$ cat src/rtl/bram_arb_pkg.sv
// bram_arb_pkg: grant encodings and response-buffer depth shared by bram_sp_arbiter and bram_rsp_buf
package bram_arb_pkg;
    localparam logic [1:0] GNT_NONE = 2'd0;
    localparam logic [1:0] GNT_WR = 2'd1;
    localparam logic [1:0] GNT_RD = 2'd2;
    localparam int RSP_DEPTH = 2;
endpackage

$ cat src/rtl/bram_rsp_buf.sv
// bram_rsp_buf: 2-entry FIFO holding read responses until the consumer accepts them
// Ports: clk, rst (sync, active-high); push/push_data write the tail entry;
// pop retires the head entry; count is the occupancy; head_data is the head entry.
// Reset clears pointers, occupancy and stored data, so head_data reads 0 afterwards.
module bram_rsp_buf
    import bram_arb_pkg::*;
#(
    parameter int DW = 32
) (
    input  logic          clk,
    input  logic          rst,
    input  logic          push,
    input  logic [DW-1:0] push_data,
    input  logic          pop,
    output logic [1:0]    count,
    output logic [DW-1:0] head_data
);
    logic [DW-1:0] mem [RSP_DEPTH];
    logic head, tail;
    always_ff @(posedge clk) begin
        if (rst) begin
            count <= '0;
            head <= 1'b0;
            tail <= 1'b0;
            for (int i = 0; i < RSP_DEPTH; i++) mem[i] <= '0;
        end else begin
            if (push) begin
                mem[tail] <= push_data;
                tail <= ~tail;
            end
            if (pop) head <= ~head;
            count <= count + 2'(push) - 2'(pop);
        end
    end
    assign head_data = mem[head];
endmodule

$ cat src/rtl/bram_sp_arbiter.sv
// bram_sp_arbiter: arbitrates a write and a read request channel onto one single-port BRAM
// Ports: clk, rst (sync, active-high);
//   wr_req_valid/ready/addr/data - write requests;
//   rd_req_valid/ready/addr     - read requests;
//   rd_rsp_valid/ready/data     - read responses, in read-issue order;
//   ram_wr/ram_addr/ram_data_in/ram_data_out - BRAM port (1-cycle registered read).
// Build option: define BRAM_ARB_RR_EN for round-robin contention; otherwise writes win.
module bram_sp_arbiter
    import bram_arb_pkg::*;
#(
    parameter int RAM_DATA_WIDTH = 32,
    parameter int RAM_ADDR_WIDTH = 4
) (
    input  logic                      clk,
    input  logic                      rst,
    input  logic                      wr_req_valid,
    output logic                      wr_req_ready,
    input  logic [RAM_ADDR_WIDTH-1:0] wr_req_addr,
    input  logic [RAM_DATA_WIDTH-1:0] wr_req_data,
    input  logic                      rd_req_valid,
    output logic                      rd_req_ready,
    input  logic [RAM_ADDR_WIDTH-1:0] rd_req_addr,
    output logic                      rd_rsp_valid,
    input  logic                      rd_rsp_ready,
    output logic [RAM_DATA_WIDTH-1:0] rd_rsp_data,
    output logic                      ram_wr,
    output logic [RAM_ADDR_WIDTH-1:0] ram_addr,
    output logic [RAM_DATA_WIDTH-1:0] ram_data_in,
    input  logic [RAM_DATA_WIDTH-1:0] ram_data_out
);
    logic [1:0] count, gnt;
    logic inflight, pop, rd_elig, wr_cand, rd_cand;
    assign rd_rsp_valid = ~rst & (count != 2'd0);
    assign pop = rd_rsp_valid & rd_rsp_ready;
    // A response leaving this cycle frees its slot immediately, which keeps
    // back-to-back reads at one per cycle when the consumer is always ready.
    assign rd_elig = ({1'b0, count} + {2'b0, inflight} - {2'b0, pop}) < 3'(RSP_DEPTH);
    assign wr_cand = ~rst & wr_req_valid;
    assign rd_cand = ~rst & rd_req_valid & rd_elig;
`ifdef BRAM_ARB_RR_EN
    logic last_rd;
    always_ff @(posedge clk) begin
        if (rst) last_rd <= 1'b1;
        else if (gnt != GNT_NONE) last_rd <= gnt == GNT_RD;
    end
    assign gnt = wr_cand && (!rd_cand || last_rd) ? GNT_WR : rd_cand ? GNT_RD : GNT_NONE;
`else
    assign gnt = wr_cand ? GNT_WR : rd_cand ? GNT_RD : GNT_NONE;
`endif
    assign wr_req_ready = gnt == GNT_WR;
    assign rd_req_ready = gnt == GNT_RD;
    assign ram_wr = gnt == GNT_WR;
    assign ram_addr = gnt == GNT_WR ? wr_req_addr : gnt == GNT_RD ? rd_req_addr : '0;
    assign ram_data_in = gnt == GNT_WR ? wr_req_data : '0;
    // ram_data_out carries the read issued last cycle while inflight is set.
    always_ff @(posedge clk) begin
        if (rst) inflight <= 1'b0;
        else inflight <= gnt == GNT_RD;
    end
    bram_rsp_buf #(.DW(RAM_DATA_WIDTH)) u_rsp_buf (
        .clk(clk),
        .rst(rst),
        .push(inflight),
        .push_data(ram_data_out),
        .pop(pop),
        .count(count),
        .head_data(rd_rsp_data)
    );
endmodule
$ cat config.mk
export PLATFORM = sky130hd
export DESIGN_NAME = bram_sp_arbiter
export DESIGN_NICKNAME = d
export VERILOG_FILES = /design/src/rtl/bram_arb_pkg.sv /design/src/rtl/bram_rsp_buf.sv /design/src/rtl/bram_sp_arbiter.sv
export SDC_FILE = /design/constraint.sdc
export NUM_CORES = 1
export LEC_CHECK = 0
export ABC_CLOCK_PERIOD_IN_PS = 8630
export BUFFER_PORTS_ARGS = -buffer_cell sky130_fd_sc_hd__buf_2
export CAP_MARGIN = 40
export CORE_ASPECT_RATIO = 0.9
export CORE_MARGIN = 2
export CORE_UTILIZATION = 42
export DETAILED_ROUTE_END_ITERATION = 8
export PLACE_DENSITY = 0.77
export SLEW_MARGIN = 40
export SYNTH_ARGS = -nofsm -noshare
export SYNTH_HDL_FRONTEND = slang
export SYNTH_SLANG_ARGS = --single-unit
export TNS_END_PERCENT = 20
$ cat constraint.sdc
create_clock -name clk -period 8.63 [get_ports clk]
set_clock_uncertainty 0.15 [all_clocks]
set_input_delay 1.726 -clock clk [delete_from_list [all_inputs] [get_ports clk]]
set_output_delay 1.726 -clock clk [all_outputs]
set_load 0.005 [all_outputs]
# Word-level counts from Yosys, hierarchy flattened
# Memories as Yosys holds them, arrays and structs flattened. A register that Yosys moved wholly into a read port is not among the register bits.
# Cells that the tools add are included.
# classes
n_addsub,4
magnitude_cmp,1
eq_ne,2
mux,15
bitwise_logic,8
reduce_logical,2
# ops
op,n
32-bit 2-to-1 mux,2
32-bit OR reduction,1
1-bit 2-to-1 mux,9
4-bit 2-to-1 mux,2
1-bit bitwise AND,5
2-bit 2-to-1 mux,2
2-bit by 1-bit adder with 3-bit output,1
"3-bit by 2-bit < comparator with 1-bit output, second input constant",1
1-bit inverter,3
3-bit by 1-bit subtractor with 3-bit output,1
2-bit by 1-bit adder with 2-bit output,1
"2-bit by 1-bit equality test with 1-bit output, second input constant",1
"2-bit equality test, second input constant",1
2-bit nonzero test,1
2-bit by 1-bit subtractor with 2-bit output,1
# totals
register_bits,5
ramBits,64
in_bits,77
output_inout_bits,72
memories,1
# memory_table
memory,words,word_bits,read_ports,rd_clocked_by_memory_dff,wr,line,source
u_rsp_buf.mem,2,32,1,1,2,bram_rsp_buf.sv:18,logic [DW-1:0] mem [RSP_DEPTH];

# Depth between registers and ports, before layout
# logic_depth
word_depth,11
depth_mapped,11
depth_no_buf,9

# By module
# Synthesis repeated with hierarchy kept, for this count alone.
# hier_totals
hier_cells,282
hier_area_um2,3602.2
# by_module_without_submodules
mod,n_inst,cells_per_inst,area_each_um2,seq_area_each_um2
bram_rsp_buf,1,228,3191.8,2021.9
bram_sp_arbiter,1,54,410.4,20.0

# Worst setup path before layout
# No wires, ideal clock.
# synth_path
kind,input -> output
startpoint,input port rst
endpoint,output port ram_addr[0]
t_arrival_ps,3777
required_ps,6754
path_slack_ps,2977
cell_stages,10
path_buffers,2
cell_sequence,buf_6 o21ba_4 and2_4 buf_6 ha_1 inv_1 ha_1 fa_1 nor4_4 a22o_1
# synth_between
elab_chain_cells,11
word_cells_on_any_way,14
# synth_lines
element,line,source
"start, declared",bram_sp_arbiter.sv:15,"input logic rst,"
1-bit inverter,bram_sp_arbiter.sv:33,assign rd_rsp_valid = ~rst & (count != 2'd0);
1-bit bitwise AND,bram_sp_arbiter.sv:33,
via rd_rsp_valid,bram_sp_arbiter.sv:23,"output logic rd_rsp_valid,"
1-bit bitwise AND,bram_sp_arbiter.sv:34,assign pop = rd_rsp_valid & rd_rsp_ready;
via pop,bram_sp_arbiter.sv:32,"logic inflight, pop, rd_elig, wr_cand, rd_cand;"
3-bit by 1-bit subtractor with 3-bit output,bram_sp_arbiter.sv:37,"assign rd_elig = ({1'b0, count} + {2'b0, inflight} - {2'b0, pop}) < 3'(RSP_DEPTH);"
3-bit by 2-bit < comparator with 1-bit output,bram_sp_arbiter.sv:37,
1-bit bitwise AND,bram_sp_arbiter.sv:39,assign rd_cand = ~rst & rd_req_valid & rd_elig;
2-bit 2-to-1 mux (2 in series),bram_sp_arbiter.sv:48,assign gnt = wr_cand ? GNT_WR : rd_cand ? GNT_RD : GNT_NONE;
2-bit equality test,n/a,
via rd_req_ready,bram_sp_arbiter.sv:21,"output logic rd_req_ready,"
4-bit 2-to-1 mux (2 in series),bram_sp_arbiter.sv:53,assign ram_addr = gnt == GNT_WR ? wr_req_addr : gnt == GNT_RD ? rd_req_addr : '0;
"end, declared",bram_sp_arbiter.sv:27,"output logic [RAM_ADDR_WIDTH-1:0] ram_addr,"
# The timed path passes the listed nets, and every way through them passes these cells.

# Final worst setup path
# layout_path
startpoint,input port rst
endpoint,output port ram_addr[2]
# layout_between
elab_chain_cells,11
word_cells_on_any_way,14
# layout_lines
element,line
1-bit inverter *,"bram_sp_arbiter.sv:33, bram_sp_arbiter.sv:38, bram_sp_arbiter.sv:39"
1-bit bitwise AND,bram_sp_arbiter.sv:33
1-bit bitwise AND,bram_sp_arbiter.sv:34
3-bit by 1-bit subtractor with 3-bit output,bram_sp_arbiter.sv:37
3-bit by 2-bit < comparator with 1-bit output,bram_sp_arbiter.sv:37
1-bit bitwise AND,bram_sp_arbiter.sv:39
2-bit 2-to-1 mux,bram_sp_arbiter.sv:48
2-bit 2-to-1 mux *,bram_sp_arbiter.sv:48
2-bit equality test,bram_sp_arbiter.sv:53
4-bit 2-to-1 mux,bram_sp_arbiter.sv:53
4-bit 2-to-1 mux *,bram_sp_arbiter.sv:53
# Every way passes the cells marked *; elsewhere a longest branch is shown, timed or not.

==> metrics.txt <==
hold path start u_rsp_buf.head; flop and latch count out of synthesis 70; Critical Path Slowest Stage Cell fa_1; Max Slew Vio Count 0; gr ovfl total 0; Die Ht 89.0 um; pwr dens 180 mW/mm^2; Area Growth Syn to Fin 30.3%; drt wl/cell 15.0 um; DP HPWL 5280 um; GR Layer Usage met3 5.47%; max-cap violations 0; RSZ-0062 raised after global routing false; CTS tree done; Synth warnings 0; Syn Inst Count 245; relative slew slack 70.0%; cell row count 30; met1 GRT Util 19.6%; RR Endpoint inflight; Mapped Area 0.00337 mm^2; drc violations 0; ordered list of cells on the worst path buf_2, o21ba_4, and2_4, ha_1, inv_1, ha_1, fa_1, nor4_4, a22o_1, buf_2; number of CTS-inserted buffers 9; antenna viol nets, final 0; Core Box Area 0.00766 mm^2; Worst setup EP type primary output; crit-path max cell delay 0.51 ns; status finished clean; Seq/Total Area, Yosys 60.6%; antenna violations before repair 1; Via Count 2345; RD Place Congestion 0.689; Setup Buffers After CTS 0; Root Driver clkbuf_8; die area 0.00876 mm^2; CP Max Fanout 11; Hold Fails Final Rpt 0; maximum root-to-sink buffer count 2; Worst Hold Path EP u_rsp_buf.head; setup tns final 0 ns; vias in the first global route 2342; drt total wl 7430 um; Yosys cell types 28; IO Port Bufs 148; post-route clock period utilization 68.1%; Syn Area/Cell 13.8 um^2; die width 98.5 um; most common cell after layout, fill and taps aside buf_2; post-DR vias/cell 4.74; Worst-Skew Late Latency 0.33 ns; M2 GR Usage 28.1%; post-CTS resize count 0; first-pass GRT wire length 11000 um; worst path arrival time 4.00 ns; peak supply drop 0.112 mV; critical path type primary input to primary output; Post-Syn Nets 325; hold_ws 0.329 ns; fin crit period 5.88 ns; R2R cell count 8; Initial DRC Count 65; clock-pin slew on the worst setup and hold paths 0.07 ns; H-tree depth 3; largest net degree at the start of global routing 39; Core Util, Final 57.4%; commonest non-fill, non-tap cells in the layout buf_2 (148), and2_1 (96), edfxtp_1 (64); Worst Tran Pin Value 0.450 ns; Peak Freq 170 MHz; Initial DRT Pass Iterations 4; r2r setup slk 6.37 ns; Lkg Pwr 2.02 nW; # nets final 474; # IOs 149; gr busiest metal met2; Hold Buf Count CTS 0; final setup fails 0; Setup crit start kind primary input; Hold Path Cell Cnt 1; Data required, critical path 6.75 ns; share of cells above drive strength 1 52.0%; R2R Path Start u_rsp_buf.count[1]; Hold WC Path Type flip-flop to flip-flop; initial core utilization 44.0%; CTS Sinks 70; total track usage 16.3%
[metrics by stage]
stage | worst slack, ns | power [mW] | cells | cell area [um^2]
global placement | 2.79 | 0.544 | 477 | 4180
finish | 2.75 | 0.789 | 495 | 4390
detailed placement | 2.73 | 0.549 | 479 | 4200
global route | 2.60 | 0.828 | 494 | 4390
CTS | 2.73 | 0.799 | 494 | 4390
floorplan | 2.98 | 0.486 | 245 | 3370
[critical path, delay by kind of cell]
| kind | cells | cell delay, ns |
|---|---|---|
| adder cells (fa/ha/maj) | 3 | 0.95 |
| AND/OR/NAND/NOR | 2 | 0.57 |
| buffers and inverters | 3 | 0.37 |
| AO/OA/AOI/OAI | 2 | 0.38 |
[cell families (layout without fill, tap and decap cells)]
family / Yosys count / in the layout / synth area share (%)
flip-flops: 70 / 70 / 60.6
XOR/XNOR: 2 / 2 / 0.520
buffers and inverters: 22 / 175 / 3.49
AO/OA/AOI/OAI: 6 / 6 / 1.74
AND/OR/NAND/NOR: 108 / 108 / 21.1
multiplexers: 34 / 34 / 11.3
adder cells (fa/ha/maj): 3 / 3 / 1.34
other: 0 / 1 / 0
[layout make-up]
| type | count | area [um^2] |
|---|---|---|
| Sequential cell | 70 | 2040 |
| Clock buffer | 9 | 124 |
| Timing Repair Buffer | 155 | 797 |
| Antenna cell | 1 | 2.50 |
| Clock inverter | 6 | 63.8 |
| Multi-Input combinational cell | 153 | 1220 |
| Tap cell | 96 | 120 |
| Inverter | 5 | 18.8 |
| Fill cell | 670 | 3260 |
[per-layer routing]
layer	vias to the layer above	routed length, um
met5	-	0
met4	0	92
met3	11	431
met2	69	3900
met1	1128	3010
li1	1137	-
[synth_stat cells]
library cell   n  share of area [%]
xnor2_1        2               0.52
a22o_1         4                1.0
nand2b_1       1               0.19
edfxtp_1      64                 57
or2_1          1               0.19
o21ba_4        1               0.48
a21o_1         1               0.22
buf_6          2               0.67
and2_1        96                 18
mux2_2        30                 10
and2_4         1               0.26
nor2_1         1               0.11
nor4_1         1               0.19
fa_1           1               0.59
buf_2         11                1.6
clkbuf_1       1               0.11
buf_4          1               0.22
inv_1          4               0.45
dfxtp_1        6                3.6
nor2b_1        3               0.56
mux2i_1        2               0.59
ha_1           2               0.74
nand2b_4       1               0.41
mux2_1         2               0.67
clkbuf_2       2               0.30
nor3b_2        2               0.74
nor4_4         1               0.63
inv_2          1               0.11
[sequential cells by signal, indices dropped and copies added, names as in the netlist, named ones only]
name	cells
u_rsp_buf.mem	64
inflight	1
u_rsp_buf.tail	1
u_rsp_buf.head	1
u_rsp_buf.count	2
[power by group]
part | total (mW) | internal [mW] | switching, mW | leakage [nW]
Clock | 0.250 | 0.131 | 0.118 | 0.0911
Combinational | 0.138 | 0.0741 | 0.0636 | 1.22
Sequential | 0.401 | 0.394 | 0.00775 | 0.714
Total | 0.789 | 0.599 | 0.190 | 2.02
[worst max-delay path by stage]
stage / startpoint / to / slack, ns
floorplan: rst / ram_addr[0] / 2.98
global placement: rst / ram_addr[2] / 2.79
detailed placement: rst / ram_addr[2] / 2.73
CTS: rst / ram_addr[2] / 2.73
global route: rst / ram_addr[3] / 2.60
finish: rst / ram_addr[2] / 2.75
No activity file was read; power rests on OpenSTA's default activity.
